**src/rtl/serial_adder_if.sv**
```systemverilog
// rtl/serial_adder_if.sv - operand/result bundle for the bit-serial adder
//
// Purpose: groups the request (start, a, b, cin) and result (busy, done,
// sum, cout, ovf) signals of serial_adder into one port.
// Ports (modport master = requester, modport slave = adder):
//   start  request an addition (sampled only while the adder is idle)
//   a, b   WIDTH-bit operands, cin carry-in
//   busy   addition in progress
//   done   one-cycle pulse, sum/cout/ovf valid
//   sum    WIDTH-bit result, cout carry out, ovf signed overflow
interface serial_adder_if #(
  parameter int WIDTH = 8
);
  logic             start;
  logic [WIDTH-1:0] a;
  logic [WIDTH-1:0] b;
  logic             cin;
  logic             busy;
  logic             done;
  logic [WIDTH-1:0] sum;
  logic             cout;
  logic             ovf;

  modport master (
    output start, a, b, cin,
    input  busy, done, sum, cout, ovf
  );

  modport slave (
    input  start, a, b, cin,
    output busy, done, sum, cout, ovf
  );
endinterface

```
**src/rtl/serial_adder.sv**
```systemverilog
// rtl/serial_adder.sv - bit-serial two-operand adder with one full-adder cell
//
// Purpose: adds two WIDTH-bit operands plus carry-in one bit pair per clock,
// LSB first, shifting each sum bit into the result register from the MSB side.
// Ports:
//   clk    system clock, rising edge
//   rst_n  asynchronous active-low reset
//   bus    serial_adder_if.slave: start/a/b/cin in, busy/done/sum/cout/ovf out
module serial_adder #(
  parameter int WIDTH = 8
) (
  input  logic           clk,
  input  logic           rst_n,
  serial_adder_if.slave  bus
);

  localparam int CNT_W = $clog2(WIDTH);

  typedef enum logic {
    IDLE = 1'b0,
    RUN  = 1'b1
  } state_t;

  state_t             state_q, state_d;
  logic [WIDTH-1:0]   shift_a_q, shift_a_d;
  logic [WIDTH-1:0]   shift_b_q, shift_b_d;
  logic [WIDTH-1:0]   sum_q, sum_d;
  logic [CNT_W-1:0]   cnt_q, cnt_d;
  logic               carry_q, carry_d;
  logic               cout_q, cout_d;
  logic               ovf_q, ovf_d;
  logic               busy_q, busy_d;
  logic               done_q, done_d;

  // The single full-adder slice.
  logic fa_s;
  logic fa_c;

  assign fa_s = shift_a_q[0] ^ shift_b_q[0] ^ carry_q;
  assign fa_c = (shift_a_q[0] & shift_b_q[0]) |
                (shift_a_q[0] & carry_q)      |
                (shift_b_q[0] & carry_q);

  always_comb begin
    state_d   = state_q;
    shift_a_d = shift_a_q;
    shift_b_d = shift_b_q;
    sum_d     = sum_q;
    cnt_d     = cnt_q;
    carry_d   = carry_q;
    cout_d    = cout_q;
    ovf_d     = ovf_q;
    busy_d    = busy_q;
    done_d    = 1'b0;

    case (state_q)
      IDLE: begin
        if (bus.start) begin
          shift_a_d = bus.a;
          shift_b_d = bus.b;
          carry_d   = bus.cin;
          cnt_d     = '0;
          state_d   = RUN;
          busy_d    = 1'b1;
        end
      end

      RUN: begin
        sum_d     = {fa_s, sum_q[WIDTH-1:1]};
        shift_a_d = shift_a_q >> 1;
        shift_b_d = shift_b_q >> 1;
        carry_d   = fa_c;
        if (cnt_q == CNT_W'(WIDTH - 1)) begin
          // carry_q is the carry into the MSB on this last step.
          ovf_d   = carry_q ^ fa_c;
          cout_d  = fa_c;
          cnt_d   = '0;
          state_d = IDLE;
          busy_d  = 1'b0;
          done_d  = 1'b1;
        end else begin
          cnt_d = cnt_q + 1'b1;
        end
      end

      default: state_d = IDLE;
    endcase
  end

  always_ff @(posedge clk or negedge rst_n) begin
    if (!rst_n) begin
      state_q   <= IDLE;
      shift_a_q <= '0;
      shift_b_q <= '0;
      sum_q     <= '0;
      cnt_q     <= '0;
      carry_q   <= 1'b0;
      cout_q    <= 1'b0;
      ovf_q     <= 1'b0;
      busy_q    <= 1'b0;
      done_q    <= 1'b0;
    end else begin
      state_q   <= state_d;
      shift_a_q <= shift_a_d;
      shift_b_q <= shift_b_d;
      sum_q     <= sum_d;
      cnt_q     <= cnt_d;
      carry_q   <= carry_d;
      cout_q    <= cout_d;
      ovf_q     <= ovf_d;
      busy_q    <= busy_d;
      done_q    <= done_d;
    end
  end

  assign bus.busy = busy_q;
  assign bus.done = done_q;
  assign bus.sum  = sum_q;
  assign bus.cout = cout_q;
  assign bus.ovf  = ovf_q;

endmodule

```
**src/flat_wrapper.sv**
```systemverilog
// flat-port wrapper written by rule: the top's interface ports become plain ports
module serial_adder_flat 
#(
  parameter int WIDTH = 8
)
  (clk, rst_n, bus_start, bus_a, bus_b, bus_cin, bus_busy, bus_done, bus_sum, bus_cout, bus_ovf);
  serial_adder_if #(.WIDTH(WIDTH)) bus_i ();
  input  logic clk;
  input  logic rst_n;
  input wire logic [$bits(bus_i.start)-1:0] bus_start;
  input wire logic [$bits(bus_i.a)-1:0] bus_a;
  input wire logic [$bits(bus_i.b)-1:0] bus_b;
  input wire logic [$bits(bus_i.cin)-1:0] bus_cin;
  output wire logic [$bits(bus_i.busy)-1:0] bus_busy;
  output wire logic [$bits(bus_i.done)-1:0] bus_done;
  output wire logic [$bits(bus_i.sum)-1:0] bus_sum;
  output wire logic [$bits(bus_i.cout)-1:0] bus_cout;
  output wire logic [$bits(bus_i.ovf)-1:0] bus_ovf;
  assign bus_i.start = bus_start;
  assign bus_i.a = bus_a;
  assign bus_i.b = bus_b;
  assign bus_i.cin = bus_cin;
  assign bus_busy = bus_i.busy;
  assign bus_done = bus_i.done;
  assign bus_sum = bus_i.sum;
  assign bus_cout = bus_i.cout;
  assign bus_ovf = bus_i.ovf;
  serial_adder #(.WIDTH(WIDTH)) u_core (.clk(clk), .rst_n(rst_n), .bus(bus_i));
endmodule
```
**config.mk**
```make
export PLATFORM = sky130hd
export DESIGN_NAME = serial_adder_flat
export DESIGN_NICKNAME = d
export VERILOG_FILES = /design/src/rtl/serial_adder_if.sv /design/src/rtl/serial_adder.sv /design/src/flat_wrapper.sv
export SDC_FILE = /design/constraint.sdc
export NUM_CORES = 1
export LEC_CHECK = 0
export CAP_MARGIN = 25
export CORE_ASPECT_RATIO = 1.25
export CORE_MARGIN = 1.5
export CORE_UTILIZATION = 32
export CTS_BUF_LIST = sky130_fd_sc_hd__clkbuf_4
export DETAILED_ROUTE_END_ITERATION = 6
export PLACE_DENSITY = 0.54
export SETUP_SLACK_MARGIN = 0.15
export SYNTH_ARGS = -nofsm -noshare
export SYNTH_HDL_FRONTEND = slang
export SYNTH_SLANG_ARGS = --single-unit
export TNS_END_PERCENT = 30
```
**constraint.sdc**
```tcl
create_clock -name clk -period 1.5 [get_ports clk]
set_clock_uncertainty 0.2 [all_clocks]
set_input_delay 0.15 -clock clk [delete_from_list [all_inputs] [get_ports clk]]
set_output_delay 0.15 -clock clk [all_outputs]
set_load 0.01 [all_outputs]
```
==> flow_metrics.py, run 1 <==
metrics = {
    "hold_path": {
        "min_to": "u_core.shift_b_q[7]",
        "hp-start": "bus_b[7]",
        "holdPathStages": 3,
        "min_path_type": "input pin to register",
    },
    "sta": {
        "drv_slew": 0,
        "finalHoldViolCount": 0,
        "finalWorstSetupSlack_ns": 0.0182,
        "setup_viol": 0,
        "max_freq_mhz": 675,
        "worst_pin_slew_ns": 0.206,
        "slew_headroom_pct": 86.3,
        "fin_crit_ns": 1.48,
        "rsz0062_at_grt": "true",
        "post-route-period-util_pct": 98.8,
    },
    "cells_and_area": {
        "final_common_cell": "dfrtp_1",
        "nets": 185,
        "n_antenna_cell": 0,
        "drive_gt1_share_pct": 23.6,
        "layout_common_cells": "dfrtp_1 (32), clkdlybuf4s50_1 (19), mux2i_1 (18)",
        "area_delta_synth_final_pct": 39.3,
    },
    "clock_tree": {
        "clk_pin_slew_worst_paths_ns": 0.09,
        "cts_max_level": 2,
        "cts_buffer_depth": 2,
        "cts-root-buf": "clkbuf_4",
        "clk_latency_ns": 0.32,
        "cts_inserted_buffers": 5,
        "clock-sinks": 33,
        "cts_tree": "yes",
    },
    "power": {
        "power_leakage_nw": 0.957,
        "power.total_mw": 3.53,
        "pwr-share-comb_pct": 44.9,
        "swShare_pct": 32.8,
        "p_per_area_nw_per_um2": 1750,
        "p_sw_mw": 1.16,
        "seq_power_share_pct": 42.1,
        "p_int_mw": 2.37,
        "ir_drop_mv": 0.642,
        "p_clk_share_pct": 13.0,
    },
    "worst_setup_path": {
        "r2r_cells": 4,
        "critPathLaunchType": "register",
        "rrSetupSlack_ns": 0.02,
        "worstReg2RegEnd": "u_core.bus.cout",
        "reg2reg_from": "u_core.cnt_q[0]",
        "worstPathMaxFanout": 3,
        "endpoint_kind": "register",
        "arrival_ns": 1.49,
        "required_ns": 1.51,
        "critPathKind": "register to register",
    },
    "global_route": {
        "track_usage_pct": 11.5,
        "grt_remaining_overflow": 0,
        "grt_start_max_net_pins": 47,
        "grt_pass1_wl_um": 4380,
        "grt_pass1_vias": 1025,
        "antenna_found_initial": 0,
    },
    "synthesis": {
        "postSynthCellCount": 117,
        "netlist.area_leader.share_pct": 57.2,
        "synth_area_leaders": "dfrtp_1 (57%), mux2i_1 (12%), mux2_2 (7.0%)",
        "yosys.area.top_type": "dfrtp_1",
        "ys_ff_latch": 33,
        "ys_warn_count": 0,
        "ys_types": 22,
        "seq_area_frac_synth_pct": 57.2,
        "syn_area_per_cell_sq_um": 12.3,
        "synth_fp_nets": 141,
        "synth_area_sq_um": 1440,
    },
    "placement": {
        "hpwlAfterDp_um": 1760,
        "place.gp.congestion": 0.720,
        "placement.io_buffers": 31,
        "dp_slack_ns": -0.0107,
    },
    "routing": {
        "drc": 0,
        "drt_first_pass_iters": 4,
        "via_per_inst": 4.63,
        "wl_per_cell_um": 12.3,
        "drtAntennaViolNets": 0,
        "num_vias": 1013,
        "wirelength_um": 2700,
        "first_iter_violations": 19,
    },
    "floorplanning": {
        "start_util_pct": 33.1,
        "core_sq_um": 4360,
        "die_area_sq_um": 4930,
        "dieWidth_um": 63.1,
        "die_h_um": 78.1,
        "rows": 27,
        "io_pins": 32,
    },
    "run": {
        "drv_cap": 0,
    },
    "status": {
        "status": "finished, final reports clean",
    },
}
## metal layers
layer | up-vias | global-route usage (%) | wire length [um]
li1 | 491 | - | -
met1 | 488 | 12.0 | 1080
met4 | 0 | 5.33 | 51
met2 | 29 | 20.3 | 1410
met5 | - | 0 | 0
met3 | 5 | 4.15 | 156
## synthesized netlist by cell type
cell / count
nand2_1: 15
ha_1: 3
mux2_2: 9
xnor2_1: 1
and2_1: 1
fa_1: 1
a22o_1: 1
buf_6: 2
mux2i_1: 18
a32o_1: 1
buf_2: 1
inv_1: 2
nor3b_1: 1
o21ai_1: 14
dfrtp_1: 33
o21ai_0: 1
o2bb2ai_1: 1
buf_4: 3
clkbuf_1: 1
nor2_1: 5
a21o_1: 1
a21oi_1: 2
## metrics by stage
step	setup TNS (ns)	util [%]	cell area (sq um)	instances	hold WS, ns
2_1_floorplan	0	-	1460	117	-0.346
3_3_place_gp	0	42.7	1860	203	0.270
3_5_place_dp	-0.0107	42.7	1860	203	0.278
4_1_cts	0	45.4	1980	216	0.216
5_1_grt	-0.0206	46.2	2010	219	0.234
6_report	0	46.2	2010	219	0.228
## cell families (layout without fill, tap and decap cells)
group | count (synthesis) | count (layout) | synth area share (%)
xor gates and xnor gates | 1 | 1 | 0.607
AOI/OAI and AO/OA | 21 | 21 | 8.32
DFF | 33 | 33 | 57.2
muxes | 27 | 27 | 19.5
buffers and inverters | 9 | 53 | 4.25
and+or+nand+nor | 22 | 22 | 6.15
adders and majority gates | 4 | 4 | 3.99
## area by class of cell
| type | count | area (sq um) |
|---|---|---|
| tap | 58 | 72.6 |
| multi-input combinational | 75 | 628 |
| inverter | 2 | 7.51 |
| timing repair buffer | 44 | 428 |
| clock inverter | 1 | 3.75 |
| sequential | 33 | 827 |
| fill | 405 | 2350 |
| clock buffer | 6 | 45.0 |
## worst max-delay path: stages, from the launching register on
cell and delay [ns]:
dfrtp_1 0.42, ha_4 0.19, ha_4 0.15, and2_4 0.15, mux2_2 0.26
## worst max path at each step
stage | startpoint | endpoint | slack [ns]
2_1_floorplan | u_core.cnt_q[1] | u_core.bus.cout | 0.06
3_3_place_gp | u_core.cnt_q[0] | u_core.bus.cout | 0.04
3_5_place_dp | u_core.cnt_q[0] | u_core.bus.cout | -0.01
4_1_cts | u_core.cnt_q[1] | u_core.bus.cout | 0.0004
5_1_grt | u_core.cnt_q[0] | u_core.bus.cout | -0.02
6_report | u_core.cnt_q[0] | u_core.bus.cout | 0.02
## what timing repair did
action                                 in CTS  in global routing
setup endpoints to repair                  24                 17
hold buffers                                1                  0
endpoints found under the hold margin      33                  0
resized for setup                          27                 13
pin swaps                                   3                  3
buffers inserted                            5                  3
## power by group through the flow
| stage | sequential (mW) | clock, mW | combinational, mW |
|---|---|---|---|
| global route | 1.53 | 0.531 | 1.73 |
| global placement | 1.48 | 0 | 1.35 |
| CTS | 1.49 | 0.488 | 1.49 |
| floorplan | 1.52 | 0 | 0.823 |
| finish | 1.48 | 0.460 | 1.58 |
| detailed placement | 1.50 | 0 | 1.39 |
## flip-flops by register name, summed over array words and instances, names as in the netlist
signal            cells
u_core.bus.busy       1
u_core.bus.cout       1
u_core.bus.done       1
u_core.bus.ovf        1
u_core.bus.sum        8
u_core.carry_q        1
u_core.cnt_q          3
u_core.shift_a_q      8
u_core.shift_b_q      8
u_core.state_q        1
No activity file was read; power rests on OpenSTA's default activity.
==> run 2: changes to the inputs <==
- ABC_CLOCK_PERIOD_IN_PS: unset -> 1500
==> results of run 2 <==
The final DEF is identical to that of run 1; final timing and power are the same.
==> run 3: changes to the inputs <==
- PLACE_DENSITY: 0.54 -> unset
- PLACE_DENSITY_LB_ADDON: unset -> 0.25
==> flow_metrics.py, run 3 (synthesis results as in run 1) <==
metrics = {
    "clock_tree": {
        "cts_inserted_buffers": 5,
        "cts-root-buf": "clkbuf_4",
        "clk_latency_ns": 0.33,
        "clock-sinks": 33,
        "cts_buffer_depth": 2,
        "cts_tree": "yes",
        "clk_pin_slew_worst_paths_ns": 0.09,
        "cts_max_level": 2,
    },
    "sta": {
        "finalHoldViolCount": 0,
        "worst_hold_slack_ns": 0.225,
        "post-route-period-util_pct": 100,
        "finalWorstSetupSlack_ns": 0.000703,
        "setup_viol": 0,
        "slew_headroom_pct": 86.3,
        "max_freq_mhz": 667,
        "fin_crit_ns": 1.50,
        "rsz0062_at_grt": "true",
        "drv_slew": 0,
        "worst_pin_slew_ns": 0.206,
    },
    "power": {
        "p_clk_share_pct": 19.1,
        "p_int_mw": 2.32,
        "p_sw_mw": 1.12,
        "power_leakage_nw": 0.899,
        "ir_drop_mv": 0.708,
        "p_per_area_nw_per_um2": 1790,
        "seq_power_share_pct": 43.3,
        "swShare_pct": 32.5,
        "pwr-share-comb_pct": 37.6,
    },
    "global_route": {
        "grt_start_max_net_pins": 34,
        "track_usage_pct": 12.0,
        "grt_pass1_wl_um": 4590,
        "grt_remaining_overflow": 0,
        "antenna_found_initial": 0,
        "grt_pass1_vias": 1059,
    },
    "worst_setup_path": {
        "crit_slowest_cell": "dfrtp_1",
        "arrival_ns": 1.52,
        "path_buf_inv": 0,
        "cp_common_cell": "ha_4",
        "rrSetupSlack_ns": 0.0007,
        "critPathLaunchType": "register",
        "critPathKind": "register to register",
        "crit_chain": "ha_4 -> ha_4 -> and2_4 -> mux2_2",
        "crit_family": "flip-flops",
        "critPathMaxStageDelay_ns": 0.43,
        "worstPathMaxFanout": 3,
        "endpoint_kind": "register",
        "required_ns": 1.52,
    },
    "cells_and_area": {
        "nFillCells": 422,
        "layout_common_cells": "dfrtp_1 (33), clkdlybuf4s50_1 (19), mux2i_1 (18)",
        "utilization_pct": 44.1,
        "nets": 179,
        "drive_gt1_share_pct": 23.7,
        "final_common_cell": "dfrtp_1",
        "n_antenna_cell": 0,
        "area_delta_synth_final_pct": 33.2,
    },
    "status": {
        "status": "finished, final reports clean",
    },
    "placement": {
        "placement.io_buffers": 31,
        "dp_slack_ns": -0.00849,
        "place.gp.congestion": 0.650,
        "hpwlAfterDp_um": 1830,
    },
    "floorplanning": {
        "rows": 27,
        "core_sq_um": 4360,
        "start_util_pct": 33.1,
        "io_pins": 32,
        "dieWidth_um": 63.1,
        "die_area_sq_um": 4930,
        "die_h_um": 78.1,
    },
    "routing": {
        "via_per_inst": 4.66,
        "wl_per_cell_um": 12.2,
        "wirelength_um": 2620,
        "drc": 0,
        "drt_first_pass_iters": 4,
        "num_vias": 998,
        "first_iter_violations": 10,
        "drtAntennaViolNets": 0,
    },
    "hold_path": {
        "min_path_type": "input pin to register",
    },
    "run": {
        "drv_cap": 0,
    },
}
==> run 3: layout make-up <==
class / count / area, sq um / share of cell area (%)
clock inverters: 2 / 33.8 / 1.76
inverters: 2 / 7.51 / 0.390
clock buffers: 6 / 45.0 / 2.34
flip-flops and latches: 33 / 826 / 42.9
multi-input cells: 75 / 598 / 31.1
repair buffers: 38 / 340 / 17.7
well taps: 58 / 72.6 / 3.77
==> run 3: metrics by stage <==
| step | setup TNS (ns) | instance area, sq um | instances | power, mW |
|---|---|---|---|---|
| after floorplan | 0 | 1460 | 117 | 2.34 |
| after global placement | 0 | 1860 | 204 | 2.80 |
| after detailed placement | -0.00849 | 1860 | 204 | 2.87 |
| after CTS | -0.000447 | 1970 | 214 | 3.56 |
| after global routing | -0.0490 | 1920 | 214 | 3.73 |
| final | 0 | 1920 | 214 | 3.44 |
==> run 3: final timing paths <==
kind | depth (start not counted) | start | to
setup / recovery | 4 | u_core.cnt_q[0] | u_core.bus.cout
hold / removal | 3 | bus_a[7] | u_core.shift_a_q[7]
setup reg to reg | 4 | u_core.cnt_q[0] | u_core.bus.cout
hold reg to reg | 2 | u_core.shift_a_q[7] | u_core.shift_a_q[6]
max in group asynchronous | 3 | rst_n | u_core.cnt_q[1]
min in group asynchronous | 3 | rst_n | u_core.bus.sum[3]
==> run 3: layer usage <==
metal  part of all wire (%)  track usage (%)
met3                    5.8             4.01
met5                      0                0
met2                     51             21.2
met4                    1.8             5.33
met1                     42             12.9
==> run 3: power by group through the flow <==
stage | Sequential, mW | Combinational (mW) | Clock (mW)
final | 1.49 | 1.29 | 0.657
after global routing | 1.53 | 1.47 | 0.721
after CTS | 1.50 | 1.38 | 0.687
after detailed placement | 1.50 | 1.37 | 0
after global placement | 1.47 | 1.33 | 0
after floorplan | 1.52 | 0.823 | 0
==> run 3: repair_timing <==
action / in CTS / in global routing
buffers inserted: 1 / 0
hold buffers: 1 / 0
pin swaps: 3 / 1
hold endpoints to repair: 33 / 0
gates resized for setup: 27 / 11
setup endpoints to repair: 16 / 16
==> run 3: worst reg2reg max path: cells and delay by family (launching register included) <==
| kind | cells | cell delay [ns] |
|---|---|---|
| adders and majority gates | 2 | 0.35 |
| DFF | 1 | 0.43 |
| muxes | 1 | 0.26 |
| and+or+nand+nor | 1 | 0.15 |
